==> src/rtl/fifo_ctrl_pkg.sv <==
// fifo_ctrl_pkg: shared constants for the syn_ram-backed FWFT FIFO controller.
// Optional status outputs are enabled by defining FIFO_CTRL_STATUS_EN.
package fifo_ctrl_pkg;

    localparam int FIFO_DATA_W          = 8;
    localparam int FIFO_ADDR_W          = 8;
    localparam int FIFO_ALMOST_FULL_LVL = 240;

    // Pointers carry one extra wrap bit above the RAM address bits so that
    // full and empty can be told apart when the address bits match.
    function automatic int fifo_ptr_w(input int addr_w);
        return addr_w + 1;
    endfunction

endpackage

==> src/rtl/fifo_ctrl_ptr.sv <==
// fifo_ptr: wrapping pointer register (address bits plus wrap bit) used for
// both the write and read side of fifo_ctrl. Not affected by FIFO_CTRL_STATUS_EN.
module fifo_ptr
    import fifo_ctrl_pkg::*;
#(
    parameter int W = fifo_ptr_w(FIFO_ADDR_W)
) (
    input  logic         clk,
    input  logic         rst,
    input  logic         inc,
    output logic [W-1:0] ptr
);

    // Advance by one on each accepted transfer; natural overflow toggles the wrap bit.
    always_ff @(posedge clk or posedge rst) begin
        if (rst) begin
            ptr <= '0;
        end else if (inc) begin
            ptr <= ptr + W'(1);
        end
    end

endmodule

==> src/rtl/fifo_ctrl.sv <==
// fifo_ctrl: pointer/flag controller turning an external syn_ram into a
// first-word-fall-through FIFO. The RAM is instantiated by the parent.
// Define FIFO_CTRL_STATUS_EN to add the almost_full and sticky overflow outputs.
module fifo_ctrl
    import fifo_ctrl_pkg::*;
#(
    parameter int DATA_WIDTH = FIFO_DATA_W,
    parameter int ADDR_WIDTH = FIFO_ADDR_W
`ifdef FIFO_CTRL_STATUS_EN
    ,
    parameter int ALMOST_FULL_LVL = FIFO_ALMOST_FULL_LVL
`endif
) (
    input  logic                  clk,
    input  logic                  rst,
    input  logic                  wr_valid,
    output logic                  wr_ready,
    input  logic [DATA_WIDTH-1:0] wr_data,
    output logic                  rd_valid,
    input  logic                  rd_ready,
    output logic [DATA_WIDTH-1:0] rd_data,
    output logic [ADDR_WIDTH:0]   count,
    output logic [ADDR_WIDTH-1:0] ram_addr_in,
    output logic [ADDR_WIDTH-1:0] ram_addr_out,
    output logic [DATA_WIDTH-1:0] ram_data_in,
    output logic                  ram_write_enable,
    input  logic [DATA_WIDTH-1:0] ram_data_out
`ifdef FIFO_CTRL_STATUS_EN
    ,
    output logic                  almost_full,
    output logic                  overflow
`endif
);

    localparam int PTR_W = fifo_ptr_w(ADDR_WIDTH);

    logic [PTR_W-1:0] wr_ptr;
    logic [PTR_W-1:0] rd_ptr;
    logic [PTR_W-1:0] count_next;
    logic             empty;
    logic             full;
    logic             push;
    logic             pop;

    fifo_ptr #(.W(PTR_W)) u_wr_ptr (
        .clk (clk),
        .rst (rst),
        .inc (push),
        .ptr (wr_ptr)
    );

    fifo_ptr #(.W(PTR_W)) u_rd_ptr (
        .clk (clk),
        .rst (rst),
        .inc (pop),
        .ptr (rd_ptr)
    );

    // Flags come only from registered pointers, so neither handshake side
    // depends combinationally on the other side's valid/ready.
    always_comb begin
        empty    = (wr_ptr == rd_ptr);
        full     = (wr_ptr[ADDR_WIDTH-1:0] == rd_ptr[ADDR_WIDTH-1:0]) &&
                   (wr_ptr[ADDR_WIDTH] != rd_ptr[ADDR_WIDTH]);
        wr_ready = !full && !rst;
        rd_valid = !empty && !rst;
        push     = wr_valid && wr_ready;
        pop      = rd_valid && rd_ready;
    end

    // RAM port wiring; read data falls through from the read pointer address.
    always_comb begin
        ram_addr_in      = wr_ptr[ADDR_WIDTH-1:0];
        ram_addr_out     = rd_ptr[ADDR_WIDTH-1:0];
        ram_data_in      = wr_data;
        ram_write_enable = push;
        rd_data          = ram_data_out;
    end

    // Occupancy after this cycle's transfers; simultaneous push and pop cancel.
    always_comb begin
        count_next = count;
        case ({push, pop})
            2'b10:   count_next = count + PTR_W'(1);
            2'b01:   count_next = count - PTR_W'(1);
            default: count_next = count;
        endcase
    end

    // Occupancy register, tracking wr_ptr - rd_ptr.
    always_ff @(posedge clk or posedge rst) begin
        if (rst) begin
            count <= '0;
        end else begin
            count <= count_next;
        end
    end

`ifdef FIFO_CTRL_STATUS_EN
    // almost_full moves in step with count; overflow latches any write attempt while full.
    always_ff @(posedge clk or posedge rst) begin
        if (rst) begin
            almost_full <= 1'b0;
            overflow    <= 1'b0;
        end else begin
            almost_full <= (count_next >= PTR_W'(ALMOST_FULL_LVL));
            if (wr_valid && full) begin
                overflow <= 1'b1;
            end
        end
    end
`endif

endmodule

==> config.mk <==
export PLATFORM = sky130hd
export DESIGN_NAME = fifo_ctrl
export DESIGN_NICKNAME = d
export VERILOG_FILES = /design/src/rtl/fifo_ctrl_pkg.sv /design/src/rtl/fifo_ctrl_ptr.sv /design/src/rtl/fifo_ctrl.sv
export SDC_FILE = /design/constraint.sdc
export NUM_CORES = 1
export LEC_CHECK = 0
export BUFFER_PORTS_ARGS = -buffer_cell sky130_fd_sc_hd__buf_2
export CORE_ASPECT_RATIO = 1.5
export CORE_MARGIN = 2
export CORE_UTILIZATION = 40
export DETAILED_ROUTE_END_ITERATION = 8
export GPL_TIMING_DRIVEN = 0
export MAX_ROUTING_LAYER = met4
export PLACE_DENSITY = 0.66
export SETUP_SLACK_MARGIN = 0.2
export SLEW_MARGIN = 20
export SYNTH_ARGS = -nofsm -noshare
export SYNTH_HDL_FRONTEND = slang
export SYNTH_SLANG_ARGS = --single-unit
==> constraint.sdc <==
create_clock -name clk -period 4.19 [get_ports clk]
set_input_delay 0.2095 -clock clk [delete_from_list [all_inputs] [get_ports clk]]
set_output_delay 0.2095 -clock clk [all_outputs]
set_load 0.005 [all_outputs]
==> flow_summary_export.csv, run 1 <==
group,metric,value,unit
clock_network,hold_buffers,0,
clock_network,path_clk_slew,0.09,ns
synth,synth_area,1910,um2
power,power,0.00141,W
placement,gp_congestion,0.841,
power,p_sw,0.000584,W
finish,fillers,462,
floorplanning,die_h,88.6,um
power,p_seq_share,35.6,%
synth,netlist_top_cells_area,"dfrtp_1, buf_4, xnor2_1, ha_1, xor2_1",
setup_path,cp_common_cell,"ha_1",
synth,yosysUniqueCellTypes,35,
floorplanning,dieArea,5360,um2
power,p_comb_share,53.6,%
power,netSwitchingFraction,41.3,%
global_routing,antenna_found_initial,0,
finish,layout-drive-gt1-share,36.0,%
sta,fin_skew,0.00413,ns
clock_network,cts_htree_levels,1,
finish,nets,279,
finish,seqCellArea,676,um2
clock_network,cts.repair.resized,0,
job,drv_cap,0,
synth,synth_top_family_by_area,"buffers and inverters",
setup_path,cpMaxStageDelayCell,"nor4_4",
sta,hold_viol_final,0,
global_routing,grt_pass1_vias,1381,
setup_path,crit_path_max_incr_delay,0.47,ns
drt,drcViolationCount,0,
clock_network,numCtsBuffers,3,
sta,relSlewSlack,58.6,%
setup_path,cp.arrival,3.80,ns
floorplanning,initial_utilization,41.7,%
synth,yosysWarnings,0,
drt,vias,1531,
sta,setup-tns-final,0,ns
drt,viasPerCell,4.92,
power,clock_power_share,10.9,%
synth,synthAdderAreaFrac,7.60,%
finish,area_growth,18.9,%
global_routing,grt_max_degree,30,
hold_path,min_path_type,"in -> async",
sta,worst_pin_slew,0.620,ns
clock_network,root_buffer,"clkbuf_8",
synth,synth-simple-area-share,13.6,%
finish,multi_input_area,942,um2
sta,fmax,0.274,GHz
drt,first_pass_iters,4,
synth,synth_top_area_share,35.4,%
global_routing,grt_overflow,0,
sta,period_minus_slack,3.64,ns
synth,synthMuxAreaShare,2.29,%
global_routing,grt_usage,15.2,%
clock_network,worstSkewPairLatency,0.28,ns
setup_path,end_kind,"flip-flop",
synth,yosys.area.top_type,"dfrtp_1",
power,p_int,0.000830,W
clock_network,cts_sinks,27,
placement,placed_cells,307,
sta,min_period_over_period,87.0,%
sta,setup_violations,0,
synth,syn_nets,227,
setup_path,critical_path_class,"reg -> reg",
floorplanning,ios,64,
drt,avgRoutedWirePerCell,12.2,um
power,vdd_ir_drop_max,0.000239,V
floorplanning,dieWidth,60.4,um
finish,num_antenna_cells,0,
power,p_leak,1.14,nW
synth,syn_inst,196,
clock_network,cts_setup_buffers,0,
placement,hpwlAfterDp,2990,um
setup_path,worstPathRequired,4.35,ns
power,power_density,622,nW/um2
finish,stdcell_count,311,
synth,synth_xor_area_share,14.7,%
sta,drv_slew,0,
setup_path,critPathLaunchType,"flip-flop",
synth,avgSynthCellArea,9.75,um2
drt,drtAntennaViolNets,0,
finish,layout_commonest_cell,"buf_2",
setup_path,crit_fanout,11,
floorplanning,num_rows,30,
sta,grt_setup_unrepaired,"false",
synth,synth_compound_area_share,11.2,%
synth,synth_seq_area_share,35.4,%
setup_path,path_cells,"xor2_1, nor4_4, a31oi_2, nand2_1, ha_1, ha_1, and3_1, a221oi_1, o21bai_1, mux2i_1, o32ai_1",
floorplanning,fp.coreArea,4580,um2
run_status,outcome,"completed",
drt,drt_wl_total,3790,um
placement,portBuffers,47,
clock_network,cts_tree,"done",
finish,final_core_utilization,49.6,%
synth,ys_seq_elements,27,
drt,first_iter_violations,50,
global_routing,grt_pass1_wl,5940,um
finish,final_cell_mix,"buf_2, buf_4, dfrtp_1, xnor2_1, xor2_1",
clock_network,clockBufferDepth,2,
final cells by class:
class | instances | share of cell area [%]
tap | 64 | 3.53
sequential | 27 | 29.8
clock buffer | 4 | 1.98
inverter | 12 | 1.98
multi-input combinational | 123 | 41.5
timing repair buffer | 47 | 10.4
buffer | 34 | 10.9
final timing paths:
check                                startpoint              end  slack (ns)  cells past startpoint
worst max-delay path            u_rd_ptr.ptr[6]         count[8]        0.55                     11
worst min-delay path                        rst  u_wr_ptr.ptr[4]        0.07                      2
worst max register to register  u_rd_ptr.ptr[6]         count[8]        0.55                     11
worst min register to register         count[8]         count[8]        0.50                      1
max in group asynchronous                   rst  u_rd_ptr.ptr[1]        3.72                      2
min in group clk                       rd_ready  u_rd_ptr.ptr[2]        0.23                      3
registers in the layout (all words and copies together), names as in the netlist:
name	cells
u_rd_ptr.ptr	9
u_wr_ptr.ptr	9
count	9
stage by stage:
stage | worst slack [ns] | hold WS [ns] | cell area (um2)
floorplan | 1.01 | 0.279 | 1910
detailed placement | 0.555 | 0.391 | 2230
finish | 0.545 | 0.0699 | 2270
global route | 0.291 | 0.114 | 2270
CTS | 0.533 | 0.0818 | 2270
global placement | 0.546 | 0.469 | 2230
power groups by stage:
stage | Combinational, W | Clock, W | Sequential (W)
after CTS | 0.000766 | 0.000156 | 0.000506
after floorplan | 0.000563 | 0 | 0.000486
after global routing | 0.000846 | 0.000168 | 0.000525
final | 0.000757 | 0.000154 | 0.000503
after global placement | 0.000745 | 0 | 0.000509
after detailed placement | 0.000763 | 0 | 0.000511
synthesized netlist by cell type:
cell type   n
o32ai_1     1
buf_4      32
nand2_1    12
xnor2_1    18
clkbuf_1    2
mux2_2      1
a221oi_1    1
o21ai_0     7
nand4_1     8
mux2i_1     1
o21bai_1    1
and3_1      1
o21a_1      1
or3_1       1
nor3_1      4
a311oi_1    2
a21o_1      2
mux2_1      2
xor2_1     14
a21oi_1     8
fa_1        1
nor2_1      6
a22oi_1     1
nor3b_1     2
ha_1       10
and2_4      1
nor4_4      2
o211ai_1    2
inv_1      12
a31oi_2     2
and2_1      2
dfrtp_1    27
a31oi_1     1
nand3_1     6
a41o_1      2
worst max-delay path, delay by kind of cell (launching register included):
kind | cells | cell delay [ns]
AOI/OAI and AO/OA | 4 | 0.92
xor gates and xnor gates | 1 | 0.22
adders and majority gates | 2 | 0.84
DFF | 1 | 0.45
muxes | 1 | 0.19
and+or+nand+nor | 3 | 0.90
per-layer routing:
metal	track usage, %	up-vias	wire length (um)
met5	-	-	0
met4	9.68	0	141
met3	2.34	14	221
met2	26.3	59	2000
met1	15.5	710	1430
li1	-	748	-
cells by family (layout without fill, tap and decap cells):
| kind of cell | count (synthesis) | after routing |
|---|---|---|
| compound gates | 31 | 31 |
| xor+xnor | 32 | 32 |
| fa+ha+maj | 11 | 11 |
| buf+inv | 46 | 97 |
| flops | 27 | 27 |
| mux | 4 | 4 |
| simple gates | 45 | 45 |
No activity file was read; power rests on OpenSTA's default activity.
==> run 2, diff against run 1 <==
--- a/config.mk
+++ b/config.mk
@@ -8,11 +8,10 @@
 export BUFFER_PORTS_ARGS = -buffer_cell sky130_fd_sc_hd__buf_2
 export CORE_ASPECT_RATIO = 1.5
 export CORE_MARGIN = 2
-export CORE_UTILIZATION = 40
+export CORE_UTILIZATION = 50
 export DETAILED_ROUTE_END_ITERATION = 8
 export GPL_TIMING_DRIVEN = 0
-export MAX_ROUTING_LAYER = met4
-export PLACE_DENSITY = 0.66
+export PLACE_DENSITY = 0.79
 export SETUP_SLACK_MARGIN = 0.2
 export SLEW_MARGIN = 20
 export SYNTH_ARGS = -nofsm -noshare
==> run 2 against run 1 <==
Net effect:
- die area fell by 19%
- flip-flop and latch count did not move
- combinational power barely moved
- non-clock buffer count did not move
- highest routed layer unchanged
==> flow_summary_export.csv, run 2 (synthesized netlist as in run 1, its figures left out) <==
group,metric,value,unit
run_status,outcome,"completed",
finish,layout_commonest_cell,"buf_2",
floorplanning,fp.coreArea,3680,um2
setup_path,path_cells,"xor2_1, nor4_4, a31oi_2, nand2_1, ha_1, ha_1, and3_1, a221oi_1, o21bai_1, mux2i_1, o32ai_1",
global_routing,met1_usage,21.1,%
drt,first_iter_violations,29,
sta,grt_setup_unrepaired,"false",
finish,final_cell_mix,"buf_2, buf_4, dfrtp_1, xnor2_1, xor2_1",
sta,min_period_over_period,87.1,%
placement,portBuffers,47,
placement,hpwlAfterDp,2980,um
drt,drtAntennaViolNets,0,
hold_path,min_path_type,"in -> async",
clock_network,clockBufferDepth,2,
setup_path,crit_fanout,11,
setup_path,end_kind,"flip-flop",
clock_network,root_buffer,"clkbuf_8",
setup_path,worstPathRequired,4.33,ns
clock_network,path_clk_slew,0.09,ns
sta,hold_viol_final,0,
clock_network,cts_tree,"done",
clock_network,cts.repair.resized,0,
finish,nets,279,
sta,setup_violations,0,
setup_path,cp.arrival,3.80,ns
job,drv_cap,0,
placement,placed_cells,286,
floorplanning,dieArea,4340,um2
setup_path,cp_common_cell,"ha_1",
drt,vias,1502,
power,p_seq_share,35.8,%
floorplanning,num_rows,27,
clock_network,numCtsBuffers,3,
power,clock_power_share,10.5,%
placement,gp_congestion,0.831,
drt,drt_wl_total,3760,um
clock_network,cts_htree_levels,1,
finish,layout-drive-gt1-share,36.0,%
power,p_sw,0.000578,W
power,netSwitchingFraction,41.1,%
clock_network,worstSkewPairLatency,0.27,ns
sta,drv_slew,0,
clock_network,cts_sinks,27,
finish,top_regs,"count x9, u_rd_ptr.ptr x9, u_wr_ptr.ptr x9",
finish,area_growth,17.5,%
global_routing,grt_pass1_wl,6220,um
power,vdd_ir_drop_max,0.000380,V
sta,worst_pin_slew,0.605,ns
global_routing,grt_overflow,0,
power,p_int,0.000831,W
floorplanning,die_h,79.7,um
setup_path,cpMaxStageDelayCell,"ha_1",
global_routing,grt_usage,19.1,%
setup_path,critical_path_class,"reg -> reg",
clock_network,cts_setup_buffers,0,
finish,stdcell_count,290,
setup_path,path_delay_family,"compound AO/OA/AOI/OAI gates",
sta,fmax,0.274,GHz
drt,drcViolationCount,0,
floorplanning,ios,64,
sta,relSlewSlack,59.6,%
sta,fin_skew,0.00168,ns
global_routing,grt_pass1_vias,1423,
floorplanning,dieWidth,54.5,um
global_routing,grtUsageMet3,2.06,%
drt,viasPerCell,5.18,
sta,period_minus_slack,3.65,ns
floorplanning,initial_utilization,51.9,%
power,p_leak,1.14,nW
drt,avgRoutedWirePerCell,13.0,um
finish,num_antenna_cells,0,
setup_path,critPathBufInv,0,
sta,setup-tns-final,0,ns
global_routing,grtUsageMet2,35.7,%
global_routing,grt_max_degree,30,
global_routing,antenna_found_initial,0,
clock_network,hold_buffers,0,
drt,first_pass_iters,4,
power,p_comb_share,53.7,%
power,power_density,628,nW/um2
setup_path,critPathLaunchType,"flip-flop",
global_routing,grt_most_used_layer,"met2",
setup_path,crit_path_max_incr_delay,0.50,ns
[run 2: path summary, 6_finish.rpt]
| check | start | to | slack (ns) | depth (start not counted) |
|---|---|---|---|---|
| max reg2reg | u_rd_ptr.ptr[5] | count[8] | 0.54 | 11 |
| max in group asynchronous | rst | u_rd_ptr.ptr[1] | 3.73 | 2 |
| min in group clk | wr_valid | u_wr_ptr.ptr[2] | 0.25 | 3 |
| min reg2reg | count[8] | count[8] | 0.49 | 1 |
| min | rst | count[6] | 0.07 | 2 |
| max | u_rd_ptr.ptr[5] | count[8] | 0.54 | 11 |
[run 2: power groups by stage]
stage          registers (W)  logic [W]  clock network [W]
3_3_place_gp        0.000505   0.000739                  0
6_report            0.000504   0.000757           0.000148
5_1_grt             0.000524   0.000859           0.000161
4_1_cts             0.000506   0.000766           0.000151
3_5_place_dp        0.000510   0.000762                  0
2_1_floorplan       0.000486   0.000563                  0
[run 2: layout make-up]
cell class	count	area, um2
Buffer	34	248
Clock buffer	4	45.0
Fill cell	339	1440
Inverter	12	45.0
Multi-Input combinational cell	123	942
Sequential cell	27	676
Tap cell	43	53.8
Timing Repair Buffer	47	235
[run 2: metal layers]
| layer | vias up | part of all wire, % |
|---|---|---|
| met4 | 0 | 1.0 |
| met3 | 4 | 3.5 |
| met5 | - | 0 |
| met1 | 706 | 39 |
| li1 | 750 | - |
| met2 | 42 | 57 |
[run 2: metrics by stage]
step	hold slack (ns)	util (%)	instance area (um2)	total power, W	setup slack [ns]
final	0.0719	61.0	2240	0.00141	0.539
after floorplan	0.279	-	1910	0.00105	1.01
after global routing	0.117	61.0	2240	0.00154	0.221
after CTS	0.247	61.0	2240	0.00142	0.541
after global placement	0.469	59.7	2200	0.00124	0.608
after detailed placement	0.483	59.7	2200	0.00127	0.581
